File: src/rtl/mc_control_fsm.sv
// mc_control_fsm: multi-cycle control unit for the Dataflow datapath.
//
// Decodes OPCODE/FUNCT and sequences a MIPS-style multi-cycle datapath
// (lw, sw, R-type add/sub/and/or/slt, addi, beq, j). Adds an optional
// memory ready handshake with a wait timeout, an absorbing HALT state with
// a cause code, and a wrapping retired-instruction counter.
//
// Parameters:
//   MEM_HANDSHAKE  0: memory always single-cycle (MemRdy ignored)
//                  1: FETCH/MEMRD/MEMWR wait for MemRdy
//   WAIT_TIMEOUT   wait cycles allowed per memory access before HALT (0 = off)
//   CNT_W          width of InstrCount
//
// Ports:
//   CLK, RST            clock, synchronous active-high reset
//   OPCODE, FUNCT       instr[31:26], instr[5:0]
//   MemRdy              memory access completes this cycle
//   MtoRFSel, RFDSel    register-file write data / destination selects
//   IDSel               memory address select (PC / ALUOut)
//   ALUIn1Sel/ALUIn2Sel ALU operand selects
//   ALUSel              ALU operation
//   PCSel               next-PC select
//   IRWE/DMWE/PCWE/RFWE write enables, Branch = PC write on Zero
//   MemReq              memory access active
//   Halted, HaltCause   HALT indication (01 opcode, 10 funct, 11 timeout)
//   InstrCount          retired instructions, wraps
module mc_control_fsm #(
  parameter int unsigned MEM_HANDSHAKE = 0,
  parameter int unsigned WAIT_TIMEOUT  = 16,
  parameter int unsigned CNT_W         = 32
) (
  input  logic             CLK,
  input  logic             RST,
  input  logic [5:0]       OPCODE,
  input  logic [5:0]       FUNCT,
  input  logic             MemRdy,
  output logic             MtoRFSel,
  output logic             RFDSel,
  output logic             IDSel,
  output logic             ALUIn1Sel,
  output logic [1:0]       ALUIn2Sel,
  output logic [2:0]       ALUSel,
  output logic [1:0]       PCSel,
  output logic             IRWE,
  output logic             DMWE,
  output logic             PCWE,
  output logic             RFWE,
  output logic             Branch,
  output logic             MemReq,
  output logic             Halted,
  output logic [1:0]       HaltCause,
  output logic [CNT_W-1:0] InstrCount
);

  localparam logic [5:0] OP_RTYPE = 6'b000000;
  localparam logic [5:0] OP_J     = 6'b000010;
  localparam logic [5:0] OP_BEQ   = 6'b000100;
  localparam logic [5:0] OP_ADDI  = 6'b001000;
  localparam logic [5:0] OP_LW    = 6'b100011;
  localparam logic [5:0] OP_SW    = 6'b101011;

  localparam logic [5:0] FN_ADD = 6'b100000;
  localparam logic [5:0] FN_SUB = 6'b100010;
  localparam logic [5:0] FN_AND = 6'b100100;
  localparam logic [5:0] FN_OR  = 6'b100101;
  localparam logic [5:0] FN_SLT = 6'b101010;

  // The counter only has to hold WAIT_TIMEOUT-1: the cycle in which it
  // would reach WAIT_TIMEOUT is the one that triggers the halt.
  localparam int unsigned WCW = (WAIT_TIMEOUT > 1) ? $clog2(WAIT_TIMEOUT) : 1;
  localparam logic [WCW-1:0] WLIM = (WAIT_TIMEOUT > 0) ? WCW'(WAIT_TIMEOUT - 1) : '0;

  typedef enum logic [3:0] {
    S_FETCH,
    S_DECODE,
    S_MEMADR,
    S_MEMRD,
    S_MEMWB,
    S_MEMWR,
    S_EXEC_R,
    S_ALUWB,
    S_ADDI_EX,
    S_ADDI_WB,
    S_BRANCH,
    S_JUMP,
    S_HALT
  } state_t;

  state_t         state;
  logic [WCW-1:0] wcnt;
  logic           done;
  logic           timeout_hit;
  logic           funct_ok;
  logic [2:0]     r_alusel;

  assign done = (MEM_HANDSHAKE == 0) ? 1'b1 : MemRdy;

  // Only meaningful in memory states; elsewhere wcnt is held at zero.
  assign timeout_hit = (WAIT_TIMEOUT != 0) && !done && (wcnt == WLIM);

  always_comb begin
    funct_ok = 1'b1;
    r_alusel = 3'b010;
    case (FUNCT)
      FN_ADD:  r_alusel = 3'b010;
      FN_SUB:  r_alusel = 3'b110;
      FN_AND:  r_alusel = 3'b000;
      FN_OR:   r_alusel = 3'b001;
      FN_SLT:  r_alusel = 3'b111;
      default: funct_ok = 1'b0;
    endcase
  end

  always_ff @(posedge CLK) begin
    if (RST) begin
      state      <= S_FETCH;
      wcnt       <= '0;
      InstrCount <= '0;
      HaltCause  <= 2'b00;
    end else begin
      wcnt <= '0;
      case (state)
        S_FETCH, S_MEMRD, S_MEMWR: begin
          if (done) begin
            if (state == S_FETCH) begin
              state <= S_DECODE;
            end else if (state == S_MEMRD) begin
              state <= S_MEMWB;
            end else begin
              state      <= S_FETCH;
              InstrCount <= InstrCount + CNT_W'(1);
            end
          end else if (timeout_hit) begin
            state     <= S_HALT;
            HaltCause <= 2'b11;
          end else if (WAIT_TIMEOUT != 0) begin
            wcnt <= wcnt + WCW'(1);
          end
        end
        S_DECODE: begin
          case (OPCODE)
            OP_LW, OP_SW: state <= S_MEMADR;
            OP_RTYPE:     state <= S_EXEC_R;
            OP_BEQ:       state <= S_BRANCH;
            OP_ADDI:      state <= S_ADDI_EX;
            OP_J:         state <= S_JUMP;
            default: begin
              state     <= S_HALT;
              HaltCause <= 2'b01;
            end
          endcase
        end
        S_MEMADR: state <= (OPCODE == OP_SW) ? S_MEMWR : S_MEMRD;
        S_EXEC_R: begin
          if (funct_ok) begin
            state <= S_ALUWB;
          end else begin
            state     <= S_HALT;
            HaltCause <= 2'b10;
          end
        end
        S_ADDI_EX: state <= S_ADDI_WB;
        S_MEMWB, S_ALUWB, S_ADDI_WB, S_BRANCH, S_JUMP: begin
          state      <= S_FETCH;
          InstrCount <= InstrCount + CNT_W'(1);
        end
        S_HALT:  state <= S_HALT;
        default: state <= S_FETCH;
      endcase
    end
  end

  // Moore decode of the registered state; enables in memory states are
  // qualified by done, and RST suppresses every enable in its own cycle.
  always_comb begin
    MtoRFSel  = 1'b0;
    RFDSel    = 1'b0;
    IDSel     = 1'b0;
    ALUIn1Sel = 1'b0;
    ALUIn2Sel = 2'b00;
    ALUSel    = 3'b000;
    PCSel     = 2'b00;
    IRWE      = 1'b0;
    DMWE      = 1'b0;
    PCWE      = 1'b0;
    RFWE      = 1'b0;
    Branch    = 1'b0;
    MemReq    = 1'b0;
    Halted    = 1'b0;
    case (state)
      S_FETCH: begin
        MemReq    = 1'b1;
        ALUIn2Sel = 2'b01;
        ALUSel    = 3'b010;
        IRWE      = done;
        PCWE      = done;
      end
      S_DECODE: begin
        ALUIn2Sel = 2'b11;
        ALUSel    = 3'b010;
      end
      S_MEMADR, S_ADDI_EX: begin
        ALUIn1Sel = 1'b1;
        ALUIn2Sel = 2'b10;
        ALUSel    = 3'b010;
      end
      S_MEMRD: begin
        MemReq = 1'b1;
        IDSel  = 1'b1;
      end
      S_MEMWB: begin
        RFWE     = 1'b1;
        MtoRFSel = 1'b1;
      end
      S_MEMWR: begin
        MemReq = 1'b1;
        IDSel  = 1'b1;
        DMWE   = done;
      end
      S_EXEC_R: begin
        ALUIn1Sel = 1'b1;
        ALUSel    = r_alusel;
      end
      S_ALUWB: begin
        RFWE   = 1'b1;
        RFDSel = 1'b1;
      end
      S_ADDI_WB: RFWE = 1'b1;
      S_BRANCH: begin
        ALUIn1Sel = 1'b1;
        ALUSel    = 3'b110;
        PCSel     = 2'b01;
        Branch    = 1'b1;
      end
      S_JUMP: begin
        PCSel = 2'b10;
        PCWE  = 1'b1;
      end
      S_HALT:  Halted = 1'b1;
      default: ;
    endcase
    if (RST) begin
      IRWE   = 1'b0;
      DMWE   = 1'b0;
      PCWE   = 1'b0;
      RFWE   = 1'b0;
      Branch = 1'b0;
      MemReq = 1'b0;
    end
  end

endmodule

File: config.mk
export PLATFORM = sky130hd
export DESIGN_NAME = mc_control_fsm
export DESIGN_NICKNAME = d
export VERILOG_FILES = /design/src/rtl/mc_control_fsm.sv
export SDC_FILE = /design/constraint.sdc
export NUM_CORES = 1
export LEC_CHECK = 0
export BUFFER_PORTS_ARGS = -buffer_cell sky130_fd_sc_hd__buf_2
export CORE_UTILIZATION = 48
export CTS_BUF_LIST = sky130_fd_sc_hd__clkbuf_8
export CTS_CLUSTER_SIZE = 30
export DETAILED_ROUTE_END_ITERATION = 8
export MAX_ROUTING_LAYER = met4
export PLACE_DENSITY = 0.75
export REMOVE_ABC_BUFFERS = 1
export SLEW_MARGIN = 20
export SYNTH_ARGS = -nofsm -noshare
export SYNTH_HDL_FRONTEND = slang
export SYNTH_SLANG_ARGS = --single-unit
File: constraint.sdc
create_clock -name CLK -period 6.6 [get_ports CLK]
set_clock_uncertainty 0.15 [all_clocks]
set_input_delay 1.32 -clock CLK [delete_from_list [all_inputs] [get_ports CLK]]
set_output_delay 1.32 -clock CLK [all_outputs]
set_load 0.1 [all_outputs]
# Yosys cells after proc, flatten, opt, wreduce, memory -nomap -nowiden
# Cells that the tools add are included.
# Widths: inputs -> output; s select.
[word_totals] regBits=38 in_bits=15 out_inout_bits=52 word_cells=81
[op_classes] addsub=1 eq_ne=26 n_mux=34 n_reduce_logical=17
[op_table] cell="$mux 32" n=2
[op_table] cell="$pmux 32 s2" n=1
[op_table] cell="$eq 6x6->1 const B" n=7
[op_table] cell="$add 32x1->32 const B" n=1
[op_table] cell="$pmux 4 s6" n=1
[op_table] cell="$eq 4x4->1 const B" n=5
[op_table] cell="$pmux 4 s5" n=1
[op_table] cell="$mux 1" n=18
[op_table] cell="$eq 4x3->1 const B" n=4
[op_table] cell="$pmux 3 s4" n=1
[op_table] cell="$reduce_or 5->1" n=2
[op_table] cell="$mux 3" n=3
[op_table] cell="$pmux 3 s3" n=1
[op_table] cell="$eq 4x2->1 const B" n=2
[op_table] cell="$ne 2x2->1 const B" n=4
[op_table] cell="$pmux 2 s2" n=2
[op_table] cell="$reduce_or 2->1" n=4
[op_table] cell="$reduce_or 4->1" n=2
[op_table] cell="$eq 6x2->1 const B" n=1
[op_table] cell="$eq 6x3->1 const B" n=1
[op_table] cell="$eq 6x4->1 const B" n=1
[op_table] cell="$logic_not 6->1" n=1
[op_table] cell="$pmux 2 s3" n=1
[op_table] cell="$reduce_and 3->1" n=2
[op_table] cell="other kinds (7)" n=10

# Logic depth before layout (Yosys ltp)
[depth] word_depth=5 depth_mapped=7 mapped_depth_nobuf=5

# Least setup slack after synthesis
# OpenSTA, ideal clock, no wires.
[synth_timing] path_kind="input to output" start="input port FUNCT[4]" end="output port ALUSel[0]" t_arrival_ns=3.993 path_slack_ns=1.137 path_stages=4 cell_sequence="nand2b_1 nor4b_1 a22oi_1 nor3_1"
[synth_via] elab_chain_len=3 elab_cells_between_ends=6 classes_between="eq/ne (4); mux (2)"
[synth_lines] item="start, declared" line="35" rtl="input logic [5:0] FUNCT,"
[synth_lines] item="$eq 6x6->1" line="104" rtl="case (FUNCT)"
[synth_lines] item="$pmux 3 s4 *" line="104"
[synth_lines] item="$pmux 3 s3 *" line="190" rtl="case (state)"
[synth_lines] item="end, declared" line="42" rtl="output logic [2:0] ALUSel,"
# Mark *: on every way between the ends. The rest lies on a longest branch, timed or not.

# Worst setup path in the final report
# Ends and elaborated chain as after synthesis.

==> results.toml <==
[timing]
tightestPinTransition_ns = 0.976
fin_crit_sh_pct = 64.1
finalSetupTns_ns = 0
worst_hold_slack_ns = 0.330
fin_crit_ns = 4.23
hold_viol = 0
maxSlewViolCount = 0
relSlewSlack_pct = 34.8
finalSetupViolations = 0
fmax_mhz = 236
rsz0062_at_grt = "no"

[yosys]
seq_area_frac_synth_pct = 32.2
syn_area_mm2 = 0.00236
avgSynthCellArea_um2 = 7.74
synthCells = 305
synthFlopType = "dfxtp_1"
synth_edf_count = 0
synth_warnings = 0
ys_async_sr_fraction_pct = 0
ys_ff_latch = 38
synth.distinct_cells = 48

[pwr]
power_leakage_nw = 1.12
p_per_area_mw_per_mm2 = 352
power.internal_w = 0.000459
p_total_w = 0.000980
clockPowerShare_pct = 19.7
p_seq_share_pct = 30.5
p_switching_w = 0.000521
swShare_pct = 53.2
irDropWorstVdd_uv = 283
p_comb_share_pct = 49.7

[worst_setup_path]
r2r-start = "state[0]$_SDFF_PP0_"
slowest_delay_ns = 0.45
required_ns = 5.13
ff2ff_path_depth = 4
critPathKind = "primary input to output port"
path_max_fanout = 5
r2r_setup_slack_ns = 3.80
setup.worst_path.start_class = "primary input"
cp-end-kind = "output port"
cp-endpoint = "ALUSel[0]"
crit_path_frequent_cell = "buf_2"
worstPathCellList = "buf_2 > nand2b_1 > nor4b_1 > a22oi_1 > nor3_1 > buf_2"
rr_endpoint = "InstrCount[22]$_SDFFE_PP0P_"
critPathArrivalTime_ns = 2.76
crit_start = "FUNCT[4]"
crit_slowest_cell = "buf_2"

[grt]
antenna_found_initial = 0
grt_pass1_wl_um = 9230
grt_pass1_vias = 2084
grt_overflow_total = 0
track_usage_pct = 22.4
grt_max_degree = 51

[floorplanning]
rows = 25
design.die.area_mm2 = 0.00520
initial_core_util_pct = 50.0
die_x_um = 72.1
fp.dieH_um = 72.1
io_pins = 67
coreArea_mm2 = 0.00472

[finish]
fill_cells = 429
multi_input_area_mm2 = 0.00146
drive_above_1_share_pct = 23.9
nets = 371
instances_no_fill = 423
area_delta_synth_final_pct = 18.0
diodes = 0
seqCellArea_um2 = 761

[route]
drt_pass1_iterations = 4
via_per_inst = 5.70
drtIter0Drc = 102
vias = 2413
drc_errors = 0
ant_nets = 0
wl_um = 5530
wl_per_cell_um = 13.1

[clocking]
cts_tree = "yes"
clk_latency_ns = 0.29
htreeDepth = 2
ctsResizeCount = 0
cts_buffers = 5
path_clk_slew_ns = 0.07
cts_max_path_buffers = 2
post_cts_buffers = 0
cts_hold_buffers = 0
root_buffer = "clkbuf_8"
clkSinkCount = 38

[placed_design]
dp.cells = 415
post-dp-hpwl_um = 3780
gp_congestion = 0.788
port_buffers = 65

[status]
outcome = "completed"

[run]
drv_cap = 0

[worst_hold_path]
hold_path.class = "flip-flop to flip-flop"
## worst min path at each step
stage | from | endpoint | slack [ns] | cells after the start
2_1_floorplan | state[3]$_SDFF_PP0_ | state[3]$_SDFF_PP0_ | 0.57 | 2
3_3_place_gp | HaltCause[0]$_SDFFE_PP0P_ | HaltCause[0]$_SDFFE_PP0P_ | 0.30 | 2
3_5_place_dp | HaltCause[0]$_SDFFE_PP0P_ | HaltCause[0]$_SDFFE_PP0P_ | 0.31 | 2
4_1_cts | HaltCause[0]$_SDFFE_PP0P_ | HaltCause[0]$_SDFFE_PP0P_ | 0.33 | 2
5_1_grt | HaltCause[0]$_SDFFE_PP0P_ | HaltCause[0]$_SDFFE_PP0P_ | 0.37 | 2
6_report | HaltCause[0]$_SDFFE_PP0P_ | HaltCause[0]$_SDFFE_PP0P_ | 0.33 | 2
## cell usage in the layout, fill, tap and decap left out, types with 2 or more instances in the layout
master | synthesis | layout
a22oi_1 | 3 | 3
nor3_1 | 14 | 14
mux2i_1 | 2 | 2
a21o_1 | 2 | 2
o31ai_1 | 11 | 11
buf_2 | 2 | 65
clkbuf_8 | 0 | 5
or4_1 | 13 | 13
nor4b_1 | 2 | 2
a21oi_1 | 27 | 27
a211oi_1 | 2 | 2
and2_1 | 3 | 3
nand2_1 | 19 | 19
xor2_1 | 7 | 7
xnor2_1 | 4 | 4
o211ai_1 | 3 | 3
inv_1 | 12 | 12
nand3_1 | 11 | 11
nand2b_1 | 6 | 6
and3_1 | 3 | 3
and4_1 | 4 | 4
dfxtp_1 | 38 | 38
nor4_1 | 8 | 8
nor2b_1 | 11 | 11
nor2_1 | 21 | 21
o21ai_0 | 13 | 13
mux2_2 | 9 | 9
clkinv_2 | 0 | 2
nand4_1 | 6 | 6
or3_1 | 9 | 9
a31oi_1 | 4 | 4
## worst max-delay path, delay by kind of cell
family,cells,cell delay (ns)
AO/OA/AOI/OAI,1,0.13
buffers and inverters,2,0.54
AND/OR/NAND/NOR,3,0.77
## routing by layer
| metal | wire length [um] | part of all wire, % | track usage, % |
|---|---|---|---|
| met2 | 2610 | 47 | 37.4 |
| met3 | 212 | 3.8 | 3.47 |
| met5 | 0 | 0 | - |
| met4 | 44 | 0.80 | 5.45 |
| met1 | 2660 | 48 | 28.3 |
## state kept, by name, indices dropped and copies added, names as in the netlist
name	count
InstrCount	32
state	4
HaltCause	2
## through the flow
step / setup slack, ns / instance area, um2 / util (%)
floorplan: 1.14 / 2260 / -
global placement: 2.42 / 2680 / 56.7
detailed placement: 2.37 / 2680 / 56.7
CTS: 2.37 / 2790 / 59.0
global route: 2.20 / 2790 / 59.0
finish: 2.37 / 2790 / 59.0
## cells in the mapped netlist (2+ instances only)
master / number / area, um2
a211oi_1: 2 / 15.0
a21o_1: 2 / 15.0
a21oi_1: 27 / 135
a22oi_1: 3 / 22.5
a31oi_1: 4 / 25.0
and2_1: 3 / 18.8
and3_1: 3 / 18.8
and4_1: 4 / 35.0
buf_1: 3 / 11.3
buf_2: 2 / 10.0
clkbuf_1: 16 / 60.1
dfxtp_1: 38 / 761
inv_1: 12 / 45.0
mux2_2: 9 / 101
mux2i_1: 2 / 20.0
nand2_1: 19 / 71.3
nand2b_1: 6 / 37.5
nand3_1: 11 / 55.1
nand4_1: 6 / 37.5
nor2_1: 21 / 78.8
nor2b_1: 11 / 68.8
nor3_1: 14 / 70.1
nor4_1: 8 / 50.1
nor4b_1: 2 / 17.5
o211ai_1: 3 / 22.5
o21ai_0: 13 / 65.1
o31ai_1: 11 / 82.6
or3_1: 9 / 56.3
or4_1: 13 / 97.6
xnor2_1: 4 / 35.0
xor2_1: 7 / 61.3
## cells by family after synthesis
family	Yosys count	share of synthesized area (%)
AND/OR/NAND/NOR	135	32.3
AO/OA/AOI/OAI	74	19.6
flip-flops	38	32.2
buffers and inverters	35	6.15
XOR/XNOR	11	4.08
multiplexers	11	5.14
adder cells (fa/ha/maj)	1	0.530
## cell type report
cell class / instances / share of cell area (%)
well taps: 67 / 3.01
clock inverters: 3 / 1.44
repair buffers: 66 / 11.9
clock buffers: 5 / 2.47
flip-flops and latches: 38 / 27.3
inverters: 12 / 1.62
multi-input cells: 232 / 52.2
## power by group through the flow
stage | Sequential, W | Clock, W | Combinational (W)
after floorplan | 0.000318 | 0 | 0.000391
after global placement | 0.000302 | 0 | 0.000485
after detailed placement | 0.000303 | 0 | 0.000488
after CTS | 0.000298 | 0.000197 | 0.000489
after global routing | 0.000306 | 0.000206 | 0.000514
final | 0.000299 | 0.000193 | 0.000487
(Power assumes the default switching activity.)
